===== config.mk =====
export PLATFORM = sky130hd
export DESIGN_NAME = digit_classifier_core_flat
export DESIGN_NICKNAME = d
export VERILOG_FILES = /design/src/rtl/digit_classifier_pkg.sv /design/src/rtl/digit_classifier_if.sv /design/src/rtl/classifier_mac_lane.sv /design/src/rtl/digit_classifier_core.sv /design/src/flat_wrapper.sv
export SDC_FILE = /design/constraint.sdc
export NUM_CORES = 2
export LEC_CHECK = 0
export ABC_CLOCK_PERIOD_IN_PS = 4750
export BUFFER_PORTS_ARGS = -buffer_cell sky130_fd_sc_hd__buf_2
export CAP_MARGIN = 20
export CORE_ASPECT_RATIO = 1.5
export CORE_MARGIN = 3
export CORE_UTILIZATION = 45
export CTS_BUF_LIST = sky130_fd_sc_hd__clkbuf_8
export DETAILED_ROUTE_END_ITERATION = 7
export PLACE_DENSITY_LB_ADDON = 0.05
export SLEW_MARGIN = 25
export SYNTH_ARGS = -nofsm -noshare
export SYNTH_HDL_FRONTEND = slang
export SYNTH_SLANG_ARGS = --single-unit

===== constraint.sdc =====
create_clock -name clk -period 4.75 [get_ports clk]
set_input_delay 0 -clock clk [delete_from_list [all_inputs] [get_ports clk]]
set_output_delay 0 -clock clk [all_outputs]
set_load 0.005 [all_outputs]

===== src/rtl/digit_classifier_pkg.sv =====
// Shared definitions for the digit classifier slice.
// Holds the controller state enum, the default parameter values and the
// LED bit positions used by the top level.
// Configuration macro: DIGIT_CLASSIFIER_ACC_SAT_EN (consumed by classifier_mac_lane).
package digit_classifier_pkg;

  typedef enum logic [1:0] {
    IDLE   = 2'd0,
    ACCUM  = 2'd1,
    ARGMAX = 2'd2,
    DONE   = 2'd3
  } state_t;

  localparam int DEF_N_CLASS = 10;
  localparam int DEF_N_PIX   = 64;
  localparam int DEF_PIX_W   = 8;
  localparam int DEF_W_W     = 8;
  localparam int DEF_ACC_W   = 24;

  // led[7] shows busy, led[6:0] carries the zero-extended winning class
  localparam int LED_BUSY_BIT = 7;
  localparam int LED_CLASS_W  = 7;

endpackage


===== src/rtl/digit_classifier_if.sv =====
// Pixel stream, weight ROM and result handshake bundle of the digit classifier.
// Ports (signals):
//   start, pix_valid, pix_data, w_data, result_ack : driven by the master (host side)
//   pix_ready, w_addr, busy, result_valid,
//   result_class, led                              : driven by the slave (classifier core)
interface digit_classifier_if
  import digit_classifier_pkg::*;
#(
  parameter int N_CLASS = DEF_N_CLASS,
  parameter int N_PIX   = DEF_N_PIX,
  parameter int PIX_W   = DEF_PIX_W,
  parameter int W_W     = DEF_W_W
);
  localparam int CNT_W = $clog2(N_PIX);
  localparam int CLS_W = $clog2(N_CLASS);

  logic                   start;
  logic                   pix_valid;
  logic [PIX_W-1:0]       pix_data;
  logic                   pix_ready;
  logic [CNT_W-1:0]       w_addr;
  logic [N_CLASS*W_W-1:0] w_data;
  logic                   busy;
  logic                   result_valid;
  logic [CLS_W-1:0]       result_class;
  logic                   result_ack;
  logic [7:0]             led;

  modport master (
    output start, pix_valid, pix_data, w_data, result_ack,
    input  pix_ready, w_addr, busy, result_valid, result_class, led
  );

  modport slave (
    input  start, pix_valid, pix_data, w_data, result_ack,
    output pix_ready, w_addr, busy, result_valid, result_class, led
  );

endinterface


===== src/rtl/classifier_mac_lane.sv =====
// One class score lane: multiplies the unsigned pixel by the signed weight and
// accumulates the product into a signed ACC_W accumulator.
// Ports:
//   clk, rst_n : clock, asynchronous active-low reset
//   clr        : clear accumulator (new image)
//   en         : accumulate this cycle (pixel handshake)
//   pix, w     : pixel value (unsigned), weight (signed)
//   acc        : current accumulator value
// Configuration: DIGIT_CLASSIFIER_ACC_SAT_EN defined -> accumulate clamps to
// the signed ACC_W range; undefined -> accumulate wraps modulo 2^ACC_W.
module classifier_mac_lane #(
  parameter int PIX_W = 8,
  parameter int W_W   = 8,
  parameter int ACC_W = 24
) (
  input  logic                    clk,
  input  logic                    rst_n,
  input  logic                    clr,
  input  logic                    en,
  input  logic [PIX_W-1:0]        pix,
  input  logic signed [W_W-1:0]   w,
  output logic signed [ACC_W-1:0] acc
);
  // One spare bit on the product and the sum keeps every intermediate exact,
  // so overflow of the ACC_W result is decided from the full-precision sum.
  localparam int PROD_W = PIX_W + W_W + 1;
  localparam int SUM_W  = ((ACC_W > PROD_W) ? ACC_W : PROD_W) + 1;

  logic signed [PROD_W-1:0] pix_x;
  logic signed [PROD_W-1:0] w_x;
  logic signed [PROD_W-1:0] prod;
  logic signed [SUM_W-1:0]  sum;
  logic signed [ACC_W-1:0]  acc_d;

  // Next accumulator value: exact product and sum, then either clamp or wrap
  always_comb begin
    pix_x = signed'({{(PROD_W-PIX_W){1'b0}}, pix});
    w_x   = signed'({{(PROD_W-W_W){w[W_W-1]}}, w});
    prod  = pix_x * w_x;
    sum   = SUM_W'(acc) + SUM_W'(prod);
`ifdef DIGIT_CLASSIFIER_ACC_SAT_EN
    // The sum fits when all bits above the ACC_W sign bit copy the sign
    if (sum[SUM_W-1:ACC_W-1] == {(SUM_W-ACC_W+1){sum[SUM_W-1]}}) begin
      acc_d = ACC_W'(sum);
    end else if (sum[SUM_W-1]) begin
      acc_d = {1'b1, {(ACC_W-1){1'b0}}};
    end else begin
      acc_d = {1'b0, {(ACC_W-1){1'b1}}};
    end
`else
    acc_d = ACC_W'(sum);
`endif
  end

  // Accumulator register: cleared on reset and at image start, updated per handshake
  always_ff @(posedge clk or negedge rst_n) begin
    if (!rst_n) begin
      acc <= '0;
    end else if (clr) begin
      acc <= '0;
    end else if (en) begin
      acc <= acc_d;
    end
  end

endmodule


===== src/rtl/digit_classifier_core.sv =====
// Linear digit classifier: streams N_PIX pixels, accumulates one score per
// class against weights read from an external asynchronous ROM, then scans
// the scores one class per cycle and presents the argmax until acknowledged.
// Ports:
//   clk, rst_n : clock, asynchronous active-low reset
//   bus        : digit_classifier_if.slave (pixel stream, weight ROM, result, led)
// Configuration: DIGIT_CLASSIFIER_ACC_SAT_EN selects saturating accumulation
// inside classifier_mac_lane; default build wraps.
module digit_classifier_core
  import digit_classifier_pkg::*;
#(
  parameter int N_CLASS = DEF_N_CLASS,
  parameter int N_PIX   = DEF_N_PIX,
  parameter int PIX_W   = DEF_PIX_W,
  parameter int W_W     = DEF_W_W,
  parameter int ACC_W   = DEF_ACC_W
) (
  input logic               clk,
  input logic               rst_n,
  digit_classifier_if.slave bus
);
  localparam int CNT_W = $clog2(N_PIX);
  localparam int CLS_W = $clog2(N_CLASS);

  state_t                  state_q;
  state_t                  state_d;
  logic [CNT_W-1:0]        cnt_q;
  logic [CLS_W-1:0]        cls_q;
  logic [CLS_W-1:0]        best_idx_q;
  logic signed [ACC_W-1:0] best_score_q;
  logic signed [ACC_W-1:0] acc [N_CLASS];
  logic signed [ACC_W-1:0] cur_score;
  logic                    clr;
  logic                    hs;
  logic                    last_pix;
  logic                    last_cls;
  logic                    take;

  assign clr       = (state_q == IDLE) && bus.start;
  assign hs        = (state_q == ACCUM) && bus.pix_valid;
  assign last_pix  = (cnt_q == CNT_W'(N_PIX - 1));
  assign last_cls  = (cls_q == CLS_W'(N_CLASS - 1));
  assign cur_score = acc[cls_q];
  // Class 0 always seeds the running best; later classes need a strictly
  // greater score, so ties resolve to the lowest index.
  assign take      = (cls_q == '0) || (cur_score > best_score_q);

  for (genvar k = 0; k < N_CLASS; k++) begin : g_lane
    classifier_mac_lane #(
      .PIX_W(PIX_W),
      .W_W  (W_W),
      .ACC_W(ACC_W)
    ) u_lane (
      .clk  (clk),
      .rst_n(rst_n),
      .clr  (clr),
      .en   (hs),
      .pix  (bus.pix_data),
      .w    (bus.w_data[k*W_W +: W_W]),
      .acc  (acc[k])
    );
  end

  // Controller state register
  always_ff @(posedge clk or negedge rst_n) begin
    if (!rst_n) begin
      state_q <= IDLE;
    end else begin
      state_q <= state_d;
    end
  end

  // Next-state decode and the handshake/status outputs that follow the state
  always_comb begin
    state_d          = state_q;
    bus.pix_ready    = 1'b0;
    bus.busy         = 1'b0;
    bus.result_valid = 1'b0;
    unique case (state_q)
      IDLE: begin
        if (bus.start) state_d = ACCUM;
      end
      ACCUM: begin
        bus.pix_ready = 1'b1;
        bus.busy      = 1'b1;
        if (hs && last_pix) state_d = ARGMAX;
      end
      ARGMAX: begin
        bus.busy = 1'b1;
        if (last_cls) state_d = DONE;
      end
      DONE: begin
        bus.result_valid = 1'b1;
        if (bus.result_ack) state_d = IDLE;
      end
      default: state_d = IDLE;
    endcase
  end

  // Pixel counter and argmax scan registers. The pixel counter returns to 0
  // after the last pixel so w_addr never points past the ROM.
  always_ff @(posedge clk or negedge rst_n) begin
    if (!rst_n) begin
      cnt_q        <= '0;
      cls_q        <= '0;
      best_idx_q   <= '0;
      best_score_q <= '0;
    end else begin
      if (clr) begin
        cnt_q        <= '0;
        cls_q        <= '0;
        best_idx_q   <= '0;
        best_score_q <= '0;
      end
      if (hs) begin
        cnt_q <= last_pix ? '0 : cnt_q + CNT_W'(1);
      end
      if (state_q == ARGMAX) begin
        if (take) begin
          best_score_q <= cur_score;
          best_idx_q   <= cls_q;
        end
        cls_q <= last_cls ? '0 : cls_q + CLS_W'(1);
      end
    end
  end

  assign bus.w_addr       = cnt_q;
  assign bus.result_class = (state_q == DONE) ? best_idx_q : '0;

  // LED panel: busy on the top bit, winning class only while it is valid
  always_comb begin
    bus.led               = '0;
    bus.led[LED_BUSY_BIT] = bus.busy;
    if (state_q == DONE) begin
      bus.led[LED_CLASS_W-1:0] = LED_CLASS_W'(best_idx_q);
    end
  end

endmodule


===== src/flat_wrapper.sv =====
// flat-port wrapper written by rule: the top's interface ports become plain ports
module digit_classifier_core_flat import digit_classifier_pkg::*;
#(
  parameter int N_CLASS = DEF_N_CLASS,
  parameter int N_PIX   = DEF_N_PIX,
  parameter int PIX_W   = DEF_PIX_W,
  parameter int W_W     = DEF_W_W,
  parameter int ACC_W   = DEF_ACC_W
)
  (clk, rst_n, bus_start, bus_pix_valid, bus_pix_data, bus_w_data, bus_result_ack, bus_pix_ready, bus_w_addr, bus_busy, bus_result_valid, bus_result_class, bus_led);
  digit_classifier_if #(.N_CLASS(N_CLASS), .N_PIX(N_PIX), .PIX_W(PIX_W), .W_W(W_W)) bus_i ();
  input logic clk;
  input logic rst_n;
  input wire logic [$bits(bus_i.start)-1:0] bus_start;
  input wire logic [$bits(bus_i.pix_valid)-1:0] bus_pix_valid;
  input wire logic [$bits(bus_i.pix_data)-1:0] bus_pix_data;
  input wire logic [$bits(bus_i.w_data)-1:0] bus_w_data;
  input wire logic [$bits(bus_i.result_ack)-1:0] bus_result_ack;
  output wire logic [$bits(bus_i.pix_ready)-1:0] bus_pix_ready;
  output wire logic [$bits(bus_i.w_addr)-1:0] bus_w_addr;
  output wire logic [$bits(bus_i.busy)-1:0] bus_busy;
  output wire logic [$bits(bus_i.result_valid)-1:0] bus_result_valid;
  output wire logic [$bits(bus_i.result_class)-1:0] bus_result_class;
  output wire logic [$bits(bus_i.led)-1:0] bus_led;
  assign bus_i.start = bus_start;
  assign bus_i.pix_valid = bus_pix_valid;
  assign bus_i.pix_data = bus_pix_data;
  assign bus_i.w_data = bus_w_data;
  assign bus_i.result_ack = bus_result_ack;
  assign bus_pix_ready = bus_i.pix_ready;
  assign bus_w_addr = bus_i.w_addr;
  assign bus_busy = bus_i.busy;
  assign bus_result_valid = bus_i.result_valid;
  assign bus_result_class = bus_i.result_class;
  assign bus_led = bus_i.led;
  digit_classifier_core #(.N_CLASS(N_CLASS), .N_PIX(N_PIX), .PIX_W(PIX_W), .W_W(W_W), .ACC_W(ACC_W)) u_core (.clk(clk), .rst_n(rst_n), .bus(bus_i));
endmodule

# ---- Yosys cells after proc, flatten, opt, wreduce, memory -nomap -nowiden
# Index checks and enable logic that the tools add are counted.
# W data, S select, Z words.
dict set report word_totals {
  input_bits 93
  register_bits 280
}
dict set report op_classes {
  eq_ne 9
  mul 10
  muxes 45
  n_addsub 12
  n_lt_le_gt_ge 2
  bitwise_logic 1
  reduce_logical 10
}
# cell n
set ops {}
lappend ops {{$mux W24} 25}
lappend ops {{$add A24 B17 Y24} 10}
lappend ops {{$mul A9 B8 Y17} 10}
lappend ops {{$bmux W24 S4} 1}
lappend ops {{$mux W4} 8}
lappend ops {{$gt A24 B24 Y1} 1}
lappend ops {{$mux W6} 3}
lappend ops {{$mux W2} 4}
lappend ops {{$pmux W2 S4} 1}
lappend ops {{$add A6 B1 Y6 const B} 1}
lappend ops {{$eq A6 B6 Y1 const B} 1}
lappend ops {{$ne A2 B2 Y1 const B} 3}
lappend ops {{$ge A5 B5 Y1 const B} 1}
lappend ops {{$not A4 Y5} 1}
lappend ops {{$add A4 B1 Y4 const B} 1}
lappend ops {{$eq A2 B2 Y1 const B} 2}
lappend ops {{$eq A4 B4 Y1 const B} 1}
lappend ops {{$logic_not A4 Y1} 1}
lappend ops {{$reduce_and A4 Y1} 1}
lappend ops {{$reduce_bool A2 Y1} 2}
lappend ops {{$logic_and A1 B1 Y1} 3}
lappend ops {{$mux W1} 3}
lappend ops {{$eq A2 B1 Y1 const B} 1}
lappend ops {{$logic_not A2 Y1} 1}
lappend ops {{3 further kinds} 3}

# ---- Longest topological paths before layout
dict set report depth {
  depth_word 8
  mapped_depth 23
  ltp_nobuf 21
}

# ---- By module
# From an unflattened synthesis, not the netlist that was laid out.
dict set report hier_totals {
  hier_cells 5087
  area_unflattened_um2 47465.5
}
# module cells_per_inst instances seq_area_each_um2 area_per_inst_um2
set modules_own_cells {}
lappend modules_own_cells {{classifier_mac_lane (u_core.g_lane[4].u_lane ...)} 469 3 600.6 4317.9}
lappend modules_own_cells {{classifier_mac_lane (u_core.g_lane[1].u_lane ...)} 458 2 600.6 4284.1}
lappend modules_own_cells {digit_classifier_core 473 1 1001.0 4613.2}
lappend modules_own_cells {{classifier_mac_lane (u_core.g_lane[0].u_lane)} 476 1 600.6 4372.9}
lappend modules_own_cells {{classifier_mac_lane (u_core.g_lane[3].u_lane)} 470 1 600.6 4337.9}
lappend modules_own_cells {{classifier_mac_lane (u_core.g_lane[7].u_lane)} 458 1 600.6 4239.1}
lappend modules_own_cells {{classifier_mac_lane (u_core.g_lane[9].u_lane)} 448 1 600.6 4219.0}
lappend modules_own_cells {{classifier_mac_lane (u_core.g_lane[8].u_lane)} 439 1 600.6 4161.5}

# ---- Worst setup path after synthesis
# Ideal clock, no wire load.
dict set report synth_timing {
  kind {input-to-reg}
  from {in bus_pix_data[7]}
  to {reg u_core.g_lane[5].u_lane.acc[23]}
  cell_stages 20
  t_required_ns 4.672
  setup_ns 0.078
  arrival_time_ns 5.204
  slack_ns -0.532
  path_cell_list {clkbuf_1 -> clkbuf_1 -> buf_1 -> nand2_1 -> fa_1 -> inv_1 -> fa_1 -> fa_1 -> fa_1 -> fa_1 -> ha_1 -> a21oi_1 -> o22ai_2 -> o22ai_1 -> o211ai_1 -> a41oi_1 -> o21ai_1 -> xnor2_1 -> or3_1 -> a21oi_1}
}
dict set report synth_via {
  elab_chain_cells 4
}
# element line_no
set synth_lines {}
lappend synth_lines {{start, declared} flat_wrapper.sv:16} ;# input wire logic [$bits(bus_i.pix_data)-1:0] bus_pix_data;
lappend synth_lines {{$mul A9 B8 Y17} classifier_mac_lane.sv:39} ;# prod = pix_x * w_x;
lappend synth_lines {{$add A24 B17 Y24} classifier_mac_lane.sv:40} ;# sum = SUM_W'(acc) + SUM_W'(prod);
lappend synth_lines {{$mux W24} classifier_mac_lane.sv:61} ;# end else if (en) begin
lappend synth_lines {{$mux W24} classifier_mac_lane.sv:59} ;# end else if (clr) begin
lappend synth_lines {{end signal, assigned} classifier_mac_lane.sv:58} ;# acc <= '0;
lappend synth_lines {{end signal, assigned} classifier_mac_lane.sv:60} ;# acc <= '0;
lappend synth_lines {{end signal, assigned} classifier_mac_lane.sv:62} ;# acc <= acc_d;
lappend synth_lines {{end, declared} classifier_mac_lane.sv:22} ;# output logic signed [ACC_W-1:0] acc
# No other way between the ends. The select of a mux whose other input is x is not followed.
# A chain may end at the register's enable or synchronous reset.

# ---- Final worst setup path
dict set report layout_timing {
  from {reg u_core.g_lane[1].u_lane.acc[6]}
  to {reg u_core.g_lane[1].u_lane.acc[22]}
}
dict set report layout_via {
  elab_chain_cells 3
}
# element line_no
set layout_lines {}
lappend layout_lines {{start, declared} classifier_mac_lane.sv:22}
lappend layout_lines {{start signal, assigned} classifier_mac_lane.sv:58}
lappend layout_lines {{start signal, assigned} classifier_mac_lane.sv:60}
lappend layout_lines {{start signal, assigned} classifier_mac_lane.sv:62}
lappend layout_lines {{$add A24 B17 Y24} classifier_mac_lane.sv:40}
lappend layout_lines {{$mux W24} classifier_mac_lane.sv:61}
lappend layout_lines {{$mux W24} classifier_mac_lane.sv:59}
# No other way between the ends. The select of a mux whose other input is x is not followed.

==> run_results.csv <==
group,metric,value,unit
clocking,cts.path.max_buffers,3,
floorplan,io_pins,114,
clocking,htreeDepth,2,
sta,finalMaxSlewViolations,0,
placed_design,place.gp.congestion,0.863,
min_path,hp-start,"bus_w_data[8]",
logic_synthesis,synth-seq-cells,280,
logic_synthesis,ys_seq_area_frac,0.155,
placed_design,io_buffer_count,110,
sta,setup_tns,-1100,ps
logic_synthesis,avgSynthCellArea,9.05,um^2
sta,final.min_clock_period,4940,ps
logic_synthesis,ys_top_cells_by_count,"793 x ha_1, 724 x inv_1, 687 x nand2_1",
sta,timing.fmax,203,MHz
logic_synthesis,synth_ff_type,"dfrtp_1",
logic_synthesis,synth_cell_types,78,
routing,drtAntennaViolNets,0,
floorplan,die_h,394,um
worst_setup_path,crit_required,5350,ps
clocking,cts_buffers,57,
floorplan,start_util,0.456,
global_routing,grt_usage,0.262,
worst_setup_path,start_kind,"flop",
logic_synthesis,yosys_warnings,0,
logic_synthesis,synth_area,0.0452,mm^2
worst_setup_path,crit_type,"reg2reg",
routing,avgRoutedWirePerCell,19.7,um
logic_synthesis,synth_largest_area_cell,"fa_1",
logic_synthesis,synthCells,4994,
global_routing,grt_max_degree,125,
sta,worst_slew_pin_slew,1080,ps
worst_setup_path,worst_r2r_startpoint,"u_core.g_lane[1].u_lane.acc[6]",
job,max_cap_violations,0,
placed_design,dp_hpwl,106,mm
global_routing,grt_pass1_wl,213,mm
worst_setup_path,crit-reg2reg-capture,"u_core.g_lane[1].u_lane.acc[22]",
min_path,hp-class,"in2reg",
worst_setup_path,crit_fanout,3,
clocking,cts_tree,"yes",
logic_synthesis,synth_edf_count,0,
routing,drt-total-wl,135,mm
floorplan,die_width,265,um
cells_and_area,final_nets,6908,
routing,vias_per_cell,5.33,
placed_design,post-place-ws,-538,ps
global_routing,grt_pass1_vias,38600,
worst_setup_path,arrival,5540,ps
worst_setup_path,endpoint,"u_core.g_lane[1].u_lane.acc[22]",
worst_setup_path,endpoint_kind,"flop",
logic_synthesis,synth.most_common_cell,"ha_1",
sta,setup_violations,14,
logic_synthesis,yosysTopAreaCellShare,0.226,
cells_and_area,area_growth_syn_to_layout,20.1,%
placed_design,dp_cells,6683,
sta,finalCritPeriodShare,1.04,
worst_setup_path,ff2ff_setup_slack,-190,ps
global_routing,grt_antenna_before_repair,4,
worst_setup_path,crit_path_start,"u_core.g_lane[1].u_lane.acc[6]",
clocking,clock_latency,740,ps
floorplan,row_count,141,
routing,drt-initial-drc-count,1564,
logic_synthesis,ys_top_cells_by_area,"fa_1 23%, ha_1 22%, dfrtp_1 15%, inv_1 6.0%, nand2_1 5.7%",
clocking,clockRootBuffer,"clkbuf_8",
clocking,cts.sinks,280,
global_routing,grt_overflow,0,
routing,drc,0,
sta,final.setup.worst_slack,-187,ps
logic_synthesis,async_reset_ff_frac,1.00,
worst_setup_path,rr_worst_depth,19,
sta,finalClockSkew,63.3,ps
cells_and_area,fin_cells,6844,
floorplan,coreArea,0.0991,mm^2
status,status,"complete, but fails checks",
sta,rsz0062_at_grt,"yes",
sta,hold_viol,0,
clocking,clkTransAtPathRegs,60,ps
floorplan,die-area,0.104,mm^2
routing,drtPass1Iterations,5,
routing,via_count,36500,
sta,timing.slew.headroom,0.279,
status,violations,"setup timing",
cells_and_area,drive_gt1_frac,0.212,
-- placed cells by master, fill, tap and decap left out, types with 43 or more instances in the layout --
cell type	n
inv_1	684
mux4_2	47
and2_1	301
a21o_1	45
nand2b_1	50
nand2_1	680
clkbuf_8	65
nor2_1	209
o21ai_0	81
buf_4	520
inv_2	49
a21oi_2	43
a21oi_1	263
dfrtp_1	278
xor2_1	48
ha_1	747
buf_2	101
xnor2_1	108
fa_1	480
-- per-layer routing --
layer	up-vias	part of all wire	global-route usage
met2	590	0.53	0.491
met3	197	0.034	0.0266
met4	0	0.044	0.0930
li1	17400	-	-
met5	-	0	0
met1	18300	0.39	0.309
-- worst min path at each step --
stage	to	slack [ps]	depth (start not counted)
CTS	u_core.g_lane[7].u_lane.acc[0]	10	6
global placement	u_core.g_lane[3].u_lane.acc[12]	140	1
global route	u_core.g_lane[1].u_lane.acc[0]	90	6
finish	u_core.g_lane[1].u_lane.acc[0]	60	6
detailed placement	u_core.g_lane[3].u_lane.acc[12]	140	1
floorplan	u_core.best_idx_q[0]	-300	0
-- stage by stage --
stage,utilization,instance area [um^2],hold WS (ps)
2_1_floorplan,-,45500,-296
3_3_place_gp,0.512,50800,137
3_5_place_dp,0.512,50800,145
4_1_cts,0.537,53200,13.4
5_1_grt,0.548,54300,85.9
6_report,0.548,54300,63.8
-- critical path, cell delays in order (launching register included) --
cell	delay, ps
dfrtp_1	360
inv_2	40
fa_1	480
inv_2	40
fa_1	550
inv_2	40
fa_2	520
inv_2	40
fa_2	380
fa_1	540
ha_4	220
o21a_1	160
o31a_1	120
o221a_4	250
o31ai_4	290
o2111a_1	270
nor3_2	60
a31oi_1	190
xor2_1	160
a21oi_1	80
-- cell type report --
cell class	count	area, um^2
clock inverters	37	345
multi-input cells	3769	36500
flip-flops and latches	280	7010
inverters	731	2740
fillers	9302	44900
well taps	1287	1610
diodes	3	7.51
clock buffers	65	895
repair buffers	672	5200
-- state kept, by name, summed over array words and instances, names as in the netlist --
signal and cells:
u_core.state_q 2, u_core.g_lane.u_lane.acc 240, u_core.best_idx_q 4, u_core.best_score_q 24, u_core.bus.w_addr 6, u_core.cls_q 4
-- kinds of logic after synthesis --
kind of cell / share of synthesized area
simple gates: 0.150
fa+ha+maj: 0.446
buf+inv: 0.0806
compound gates: 0.105
flops: 0.155
xor+xnor: 0.0335
mux: 0.0303
other cells: 0.0000829
-- repair_timing --
action	CTS	global route
setup endpoints to repair	81	108
pin swaps	184	241
cloned	0	0
hold buffers	13	0
resized for setup	207	219
endpoints found under the hold margin	144	0
setup buffers	31	25
Power is not shown: default switching activity piles up to over one toggle a cycle in this logic, so the estimate is an artifact.
